**src/rtl/axi_lite_pkg.sv**
```systemverilog
// Shared constants, types and helpers for the AXI-lite slave memory.
package axi_lite_pkg;

  localparam logic RESP_OKAY   = 1'b0;
  localparam logic RESP_SLVERR = 1'b1;

  // Widest address/ID the AW holding register can carry; narrower
  // instances zero-extend into it and slice back out.
  localparam int AXI_MAX_ADDR_W = 64;
  localparam int AXI_MAX_ID_W   = 64;

  // Number of index bits needed to address depth words (never below 1).
  function automatic int idxWidth(input int depth);
    return (depth < 2) ? 1 : $clog2(depth);
  endfunction

  typedef struct packed {
    logic [AXI_MAX_ADDR_W-1:0] addr;
    logic [AXI_MAX_ID_W-1:0]   id;
  } aw_hold_t;

endpackage

```
**src/rtl/axi_lite_regmem.sv**
```systemverilog
// DEPTH x DATA_SIZE register array: one synchronous write port, one
// synchronous read port returning old data on collision, async clear.
module axi_lite_regmem
  import axi_lite_pkg::*;
#(
  parameter int DATA_SIZE = 32,
  parameter int DEPTH     = 64,
  localparam int IDX_W    = idxWidth(DEPTH)
) (
  input  logic                 clk,
  input  logic                 reset_n,
  input  logic                 i_wrEn,
  input  logic [IDX_W-1:0]     i_wrIdx,
  input  logic [DATA_SIZE-1:0] i_wrData,
  input  logic                 i_rdEn,
  input  logic                 i_rdZero,
  input  logic [IDX_W-1:0]     i_rdIdx,
  output logic [DATA_SIZE-1:0] o_rdData
);

  logic [DATA_SIZE-1:0] r_mem [DEPTH];
  logic [DATA_SIZE-1:0] r_rdData;

  // Storage: cleared on reset, written one word per cycle.
  always_ff @(posedge clk or negedge reset_n) begin
    if (!reset_n) begin
      for (int i = 0; i < DEPTH; i++) begin
        r_mem[i] <= '0;
      end
    end else if (i_wrEn) begin
      r_mem[i_wrIdx] <= i_wrData;
    end
  end

  // Read register: samples pre-write contents, or zero for a rejected address.
  always_ff @(posedge clk or negedge reset_n) begin
    if (!reset_n) begin
      r_rdData <= '0;
    end else if (i_rdEn) begin
      r_rdData <= i_rdZero ? '0 : r_mem[i_rdIdx];
    end
  end

  assign o_rdData = r_rdData;

endmodule

```
**src/rtl/axi_lite_slave_mem.sv**
```systemverilog
// Single-beat AXI-lite slave in front of a word-addressed register memory.
module axi_lite_slave_mem
  import axi_lite_pkg::*;
#(
  parameter int DATA_SIZE = 32,
  parameter int ADDR_SIZE = 32,
  parameter int ID_SIZE   = 32,
  parameter int DEPTH     = 64
) (
  input  logic                 clk,
  input  logic                 reset_n,
  input  logic                 awvalid,
  output logic                 awready,
  input  logic [ADDR_SIZE-1:0] awaddr,
  input  logic [ID_SIZE-1:0]   awid,
  input  logic                 awsize,
  input  logic                 awlen,
  input  logic                 awburst,
  input  logic                 wvalid,
  output logic                 wready,
  input  logic [DATA_SIZE-1:0] wdata,
  input  logic                 wlast,
  output logic                 bvalid,
  input  logic                 bready,
  output logic                 bresp,
  output logic [ID_SIZE-1:0]   bid,
  input  logic                 arvalid,
  output logic                 arready,
  input  logic [ADDR_SIZE-1:0] araddr,
  input  logic [ID_SIZE-1:0]   arid,
  input  logic                 arsize,
  output logic                 rvalid,
  input  logic                 rready,
  output logic [DATA_SIZE-1:0] rdata,
  output logic                 rlast,
  output logic [ID_SIZE-1:0]   rid,
  output logic                 rresp
);

  localparam int BYTES = DATA_SIZE / 8;
  localparam int LSB   = $clog2(BYTES);
  localparam int IDX_W = idxWidth(DEPTH);
  localparam int TOP   = LSB + IDX_W;

  aw_hold_t             r_awHold;
  logic                 r_awHeld;
  logic                 r_wHeld;
  logic [DATA_SIZE-1:0] r_wData;
  logic                 r_bvalid;
  logic                 r_bresp;
  logic [ID_SIZE-1:0]   r_bid;
  logic                 r_rvalid;
  logic                 r_rresp;
  logic [ID_SIZE-1:0]   r_rid;

  logic [ADDR_SIZE-1:0] w_awAddr;
  logic                 w_awInRange;
  logic                 w_arInRange;
  logic                 w_commit;
  logic                 w_arFire;
  logic                 w_unusedBits;

  // Power-of-two depth: an address is in range exactly when no bit above the index is set.
  assign w_awAddr    = r_awHold.addr[ADDR_SIZE-1:0];
  assign w_awInRange = (w_awAddr >> TOP) == '0;
  assign w_arInRange = (araddr >> TOP) == '0;
  assign w_commit    = r_awHeld && r_wHeld && !r_bvalid;
  assign w_arFire    = arvalid && !r_rvalid;

  // Single-beat attributes carry no information for this slave.
  assign w_unusedBits = ^{awsize, awlen, awburst, wlast, arsize, r_awHold};

  // AW and W holding registers: each fills independently, both empty on commit.
  always_ff @(posedge clk or negedge reset_n) begin
    if (!reset_n) begin
      r_awHeld <= 1'b0;
      r_awHold <= '0;
      r_wHeld  <= 1'b0;
      r_wData  <= '0;
    end else begin
      if (w_commit) begin
        r_awHeld <= 1'b0;
        r_wHeld  <= 1'b0;
      end
      if (awvalid && !r_awHeld) begin
        r_awHeld      <= 1'b1;
        r_awHold.addr <= AXI_MAX_ADDR_W'(awaddr);
        r_awHold.id   <= AXI_MAX_ID_W'(awid);
      end
      if (wvalid && !r_wHeld) begin
        r_wHeld <= 1'b1;
        r_wData <= wdata;
      end
    end
  end

  // Write response: raised by a commit, held stable until the master takes it.
  always_ff @(posedge clk or negedge reset_n) begin
    if (!reset_n) begin
      r_bvalid <= 1'b0;
      r_bresp  <= RESP_OKAY;
      r_bid    <= '0;
    end else if (w_commit) begin
      r_bvalid <= 1'b1;
      r_bresp  <= w_awInRange ? RESP_OKAY : RESP_SLVERR;
      r_bid    <= r_awHold.id[ID_SIZE-1:0];
    end else if (r_bvalid && bready) begin
      r_bvalid <= 1'b0;
    end
  end

  // Read response: one outstanding read, accepted only while no response is pending.
  always_ff @(posedge clk or negedge reset_n) begin
    if (!reset_n) begin
      r_rvalid <= 1'b0;
      r_rresp  <= RESP_OKAY;
      r_rid    <= '0;
    end else if (w_arFire) begin
      r_rvalid <= 1'b1;
      r_rresp  <= w_arInRange ? RESP_OKAY : RESP_SLVERR;
      r_rid    <= arid;
    end else if (r_rvalid && rready) begin
      r_rvalid <= 1'b0;
    end
  end

  axi_lite_regmem #(
    .DATA_SIZE (DATA_SIZE),
    .DEPTH     (DEPTH)
  ) u_regmem (
    .clk      (clk),
    .reset_n  (reset_n),
    .i_wrEn   (w_commit && w_awInRange),
    .i_wrIdx  (w_awAddr[LSB +: IDX_W]),
    .i_wrData (r_wData),
    .i_rdEn   (w_arFire),
    .i_rdZero (!w_arInRange),
    .i_rdIdx  (araddr[LSB +: IDX_W]),
    .o_rdData (rdata)
  );

  assign awready = !r_awHeld;
  assign wready  = !r_wHeld;
  assign bvalid  = r_bvalid;
  assign bresp   = r_bresp;
  assign bid     = r_bid;
  assign arready = !r_rvalid;
  assign rvalid  = r_rvalid;
  assign rlast   = r_rvalid;
  assign rid     = r_rid;
  assign rresp   = r_rresp;

endmodule

```
**config.mk**
```make
export PLATFORM = sky130hd
export DESIGN_NAME = axi_lite_slave_mem
export DESIGN_NICKNAME = d
export VERILOG_FILES = /design/src/rtl/axi_lite_pkg.sv /design/src/rtl/axi_lite_regmem.sv /design/src/rtl/axi_lite_slave_mem.sv
export SDC_FILE = /design/constraint.sdc
export NUM_CORES = 2
export LEC_CHECK = 0
export CAP_MARGIN = 20
export CORE_UTILIZATION = 55
export CTS_CLUSTER_SIZE = 14
export DETAILED_ROUTE_END_ITERATION = 6
export PLACE_DENSITY = 0.75
export SLEW_MARGIN = 0
export SYNTH_ARGS = -nofsm -noshare
export SYNTH_HDL_FRONTEND = slang
export SYNTH_SLANG_ARGS = --single-unit
```
**constraint.sdc**
```tcl
create_clock -name clk -period 2.5 [get_ports clk]
set_clock_uncertainty 0.1 [all_clocks]
set_input_delay 0.25 -clock clk [delete_from_list [all_inputs] [get_ports clk]]
set_output_delay 0.25 -clock clk [all_outputs]
set_load 0.05 [all_outputs]
```
* Word-level counts from Yosys, hierarchy flattened
Cells that the tools add are included.
** Cells by class
- Order comparisons :: 3
- Mux-type cells :: 16
- Bitwise logic cells :: 2
- Reductions and logical operators :: 19
** Operators with widths (number)
- 2048-bit bitwise mux :: 1
- 32-bit binary-select mux with 6-bit select :: 1
- 32-bit demux with 6-bit select :: 1
- 32-bit 2-to-1 mux :: 4
- 32-bit zero test :: 2
- 7-bit >= comparator, second input constant :: 2
- 6-bit inverter with 7-bit output :: 2
- 1-bit logical AND :: 9
- 1-bit 2-to-1 mux :: 9
- 2-bit nonzero test :: 4
- 7-bit by 1-bit < comparator with 1-bit output, second input constant :: 1
- 1-bit zero test :: 4
** Storage, ports and cells
- Flip-flop bits (word level) :: 2246
- Output and inout port bits :: 104
- Logic and storage cells :: 116

* Logic depth before layout (Yosys ltp)
- Depth after elaboration :: 6
- Depth in mapped cells :: 12
- Depth with buffers taken out :: 6

* Hierarchy
A second synthesis with hierarchy kept.
** Unflattened totals
- Cell total of the unflattened synthesis :: 6332
- Area, all modules :: 100450.1 um^2
** By module, submodules not included
- axi_lite_regmem :: times used 1, cells an instance 5957, area each 94140.3 um^2, sequential area each 52049.9 um^2
- axi_lite_slave_mem :: times used 1, cells an instance 375, area each 6309.8 um^2, sequential area each 4103.9 um^2

* Worst setup path after synthesis
No wires, ideal clock.
- Path type :: register -> register
- Start :: reg r_bvalid (netlist: bvalid)
- End :: reg u_regmem.r_mem[673] in the netlist's numbering
- Library setup time :: 128 ps
- Arrival :: 2369 ps
- Data required time :: 2272 ps
- Path slack :: -96 ps
- Cell stages (with the launch flop) :: 9
- Buffers on the path :: 2
- Path through :: dfrtp_1 inv_1 nand3_2 nand3b_4 or3_1 buf_2 nor2_4 buf_4 mux2_1
** Between the ends
- Word-level cells in the longest chain between the ends :: 3
** Ends and longest elaborated chain
- from (decl) :: RTL line axi_lite_slave_mem.sv:49 : logic r_bvalid;
- from (signal assigned) :: RTL line axi_lite_slave_mem.sv:100 : r_bvalid <= 1'b0;
- from (signal assigned) :: RTL line axi_lite_slave_mem.sv:104 : r_bvalid <= 1'b1;
- from (signal assigned) :: RTL line axi_lite_slave_mem.sv:108 : r_bvalid <= 1'b0;
- 1-bit zero test :: RTL line axi_lite_slave_mem.sv:67 : assign w_commit = r_awHeld && r_wHeld && !r_bvalid;
- 1-bit logical AND :: RTL line axi_lite_slave_mem.sv:67
- 1-bit logical AND :: RTL line axi_lite_slave_mem.sv:133 : .i_wrEn (w_commit && w_awInRange),
- to (signal, indexed assignment) :: RTL line axi_lite_regmem.sv:31 : r_mem[i_wrIdx] <= i_wrData;
- to (decl) :: RTL line axi_lite_regmem.sv:21 : logic [DATA_SIZE-1:0] r_mem [DEPTH];
Every way passes these cells.
A chain may end at the register's enable or synchronous reset.

* Final worst setup path
- Start :: reg r_awHold[87] in the netlist's numbering
- End :: reg u_regmem.r_mem[584] in the netlist's numbering
** Between the ends
- Word-level cells in the longest chain between the ends :: 2
** Ends and longest elaborated chain
- from (decl) :: RTL line axi_lite_slave_mem.sv:45 : aw_hold_t r_awHold;
- 32-bit zero test :: RTL line axi_lite_slave_mem.sv:65 : assign w_awInRange = (w_awAddr >> TOP) == '0;
- 1-bit logical AND :: RTL line axi_lite_slave_mem.sv:133
Every way passes these cells.

==> impl_metrics.ini <==
[status]
outcome = finished, violations left
violations = setup timing

[route]
drc = 0
first_pass_iters = 5
via_count = 62340
wl_microns = 287100
drt_iter0_markers = 5500
post_drt_wl_per_cell_microns = 29.18
vias_per_cell = 6.337
ant_nets = 0

[sta]
rsz0062_at_grt = true
tightestPinTransition_ps = 1111
finalCriticalPeriod_ps = 2732
slew_headroom = 0.2592
setup_viol_count_final = 1934
fin_ws_ps = -232.0
hold_viol = 0
fin_setup_tns_ps = -177890
whs_ps = 66.17
clock.fmax_ghz = 0.3660
period_share = 1.093
maxSlewViolCount = 0

[die]
rows = 156
io_pins = 276
coreArea_sq_mm = 0.1815
die_w_microns = 430.2
die_area_sq_mm = 0.1851
initial_core_util = 0.5555
dieHeight_microns = 430.2

[power]
power.density_mw_per_mm2 = 723.8
p_leak_nw = 59.14
ir_drop_v = 0.0008828
p_total_mw = 87.67

[synthesis]
mappedNetlistArea_sq_mm = 0.1008
async_reset_ff_frac = 1.000
synth_nets = 6878
ys_seq_area_frac = 0.5569
syn_area_per_cell_sq_um = 15.04
synthDistinctLibCells = 59
synth-seq-cells = 2244
yosysWarnings = 0
postSynthCellCount = 6706
synth_edf_count = 0
synthFlopType = dfrtp_1

[finish]
layout_common_cells = dfrtp_1, mux2_2, mux4_2
nets = 7454
layout_commonest_cell = dfrtp_1
drive_gt1_frac = 0.4615
areaGrowthSynthToFinish_pct = 20.11

[global_route]
grtUsageTotal = 0.3102
grt_max_degree = 101
overflow = 0
grt_pass1_wl_microns = 430500
antenna_found_initial = 8
grt_pass1_vias = 67240

[place]
dp_hpwl_microns = 180500
port_buffers = 266
place_ws_ps = -670.7
gp_congestion = 0.8494

[worst_setup_path]
crit_type = reg2reg
crit_path_max_incr_delay_ps = 520
arrival_ps = 3370
path_delay_family = simple AND/OR/NAND/NOR gates
regToRegStartpoint = r_awHold[87]
crit_path_start_kind = register
critical_path.most_common_cell = buf_12
end_kind = register
critPathMaxFanout = 6
crit_start = r_awHold[87]
cp_num_buf_inv = 4
crit_slowest_cell = or4_4
cp.required_ps = 3140
path_cells = nor4_4 > buf_4 > nand3b_4 > buf_6 > or4_4 > nor2_4 > buf_12 > buf_12 > mux2_4

[cts]
root_buffer = clkbuf_16
clk_path_buf_depth = 3
cts_tree = done
worstSkewPairLatency_ps = 860
cts.sinks = 2244
clk_pin_slew_ps = 60
cts_buffers = 222
htreeDepth = 4

[hold_path]
hold_path_class = in2reg
hp-start = wdata[9]

[run]
cap_violations = 0
## final timing paths
path	endpoint	slack, ps	depth (start not counted)
max	u_regmem.r_mem[584]	-230	9
min	r_wData[9]	70	2
max reg2reg	u_regmem.r_mem[584]	-230	9
min reg2reg	rid[24]	370	2
max in group asynchronous	u_regmem.r_mem[1680]	1520	4
min in group asynchronous	u_regmem.r_mem[885]	150	3
## registers in the layout, indices dropped and copies added (netlist names)
register           cells
u_regmem.r_mem      2048
r_awHold              62
bid                   32
r_wData               32
rid                   32
u_regmem.o_rdData     32
bresp                  1
bvalid                 1
r_awHeld               1
r_wHeld                1
rlast                  1
rresp                  1
## power breakdown
group          switching [mW]  internal (mW)  total, mW
Clock                    14.4           19.7       34.1
Sequential               2.42           37.5       40.0
Combinational            9.03           4.60       13.6
Total                    25.9           61.8       87.7
## layout make-up
type                    instances  area, sq um
fillers                     12290        60400
flip-flops and latches       2244        56200
multi-input cells            3796        42520
repair buffers               1001        11860
clock buffers                 347         6706
well taps                    2370         2965
clock inverters                60        799.5
inverters                      17        63.81
diodes                          2        5.005
## synthesized netlist by cell type (all sizes together), types with 2 or more instances
master	n	area [sq um]
nand3b	4	42.54
dfrtp	2244	56150
and4	2	17.52
nor4	17	193.9
nand3	45	230.2
o21a	2	15.01
nor2b	13	81.33
a22oi	170	1276
a2111oi	8	70.07
and2	7	43.79
clkbuf	328	1237
nand2b	9	56.30
or3	4	25.02
o32ai	4	35.03
o221ai	12	105.1
inv	17	63.81
mux2	2203	24810
o21ai	25	125.1
a221o	3	30.03
a221oi	3	26.28
mux4	379	8536
nand4	4	40.04
nand2	252	945.9
and3	6	37.54
a211oi	3	22.52
a41o	5	50.05
or4	4	33.78
o22ai	23	143.9
a211o	3	26.28
or2	5	31.28
o211ai	6	45.04
mux2i	329	3293
a21oi	124	620.6
a31oi	13	81.33
nor2	78	357.8
buf	321	1717
nor3	22	130.1
nor3b	3	22.52
## routing by layer
layer | global-route usage | share of wire | vias up | wire (microns)
li1 | - | - | 25820 | -
met3 | 0.05037 | 0.060 | 640 | 17280
met1 | 0.4117 | 0.41 | 33680 | 116800
met5 | 0 | 0.00016 | - | 46
met4 | 0.1424 | 0.049 | 8 | 13950
met2 | 0.5039 | 0.48 | 2195 | 139100
## what timing repair did
action | CTS | global route
hold endpoints to repair | 2375 | 0
setup buffers | 10 | 8
resized for setup | 96 | 82
setup endpoints to repair | 1876 | 2006
pin swaps | 6 | 16
hold buffers | 132 | 0
cloned | 8 | 13
## through the flow
stage            util  std cells  cell area, sq um
6_report       0.6673       9837            121100
5_1_grt        0.6672       9836            121100
4_1_cts        0.6624       9809            120200
3_5_place_dp   0.6104       9252            110800
3_3_place_gp   0.6103       9251            110800
2_1_floorplan       -       6706            100800
## cells by family after synthesis
kind of cell,Yosys count,share of synthesized area
AOI/OAI and AO/OA,408,0.02688
and+or+nand+nor,477,0.02303
DFF,2244,0.5569
muxes,2911,0.3633
buffers and inverters,666,0.02993
Note: power is estimated with default switching activity, not from simulation.
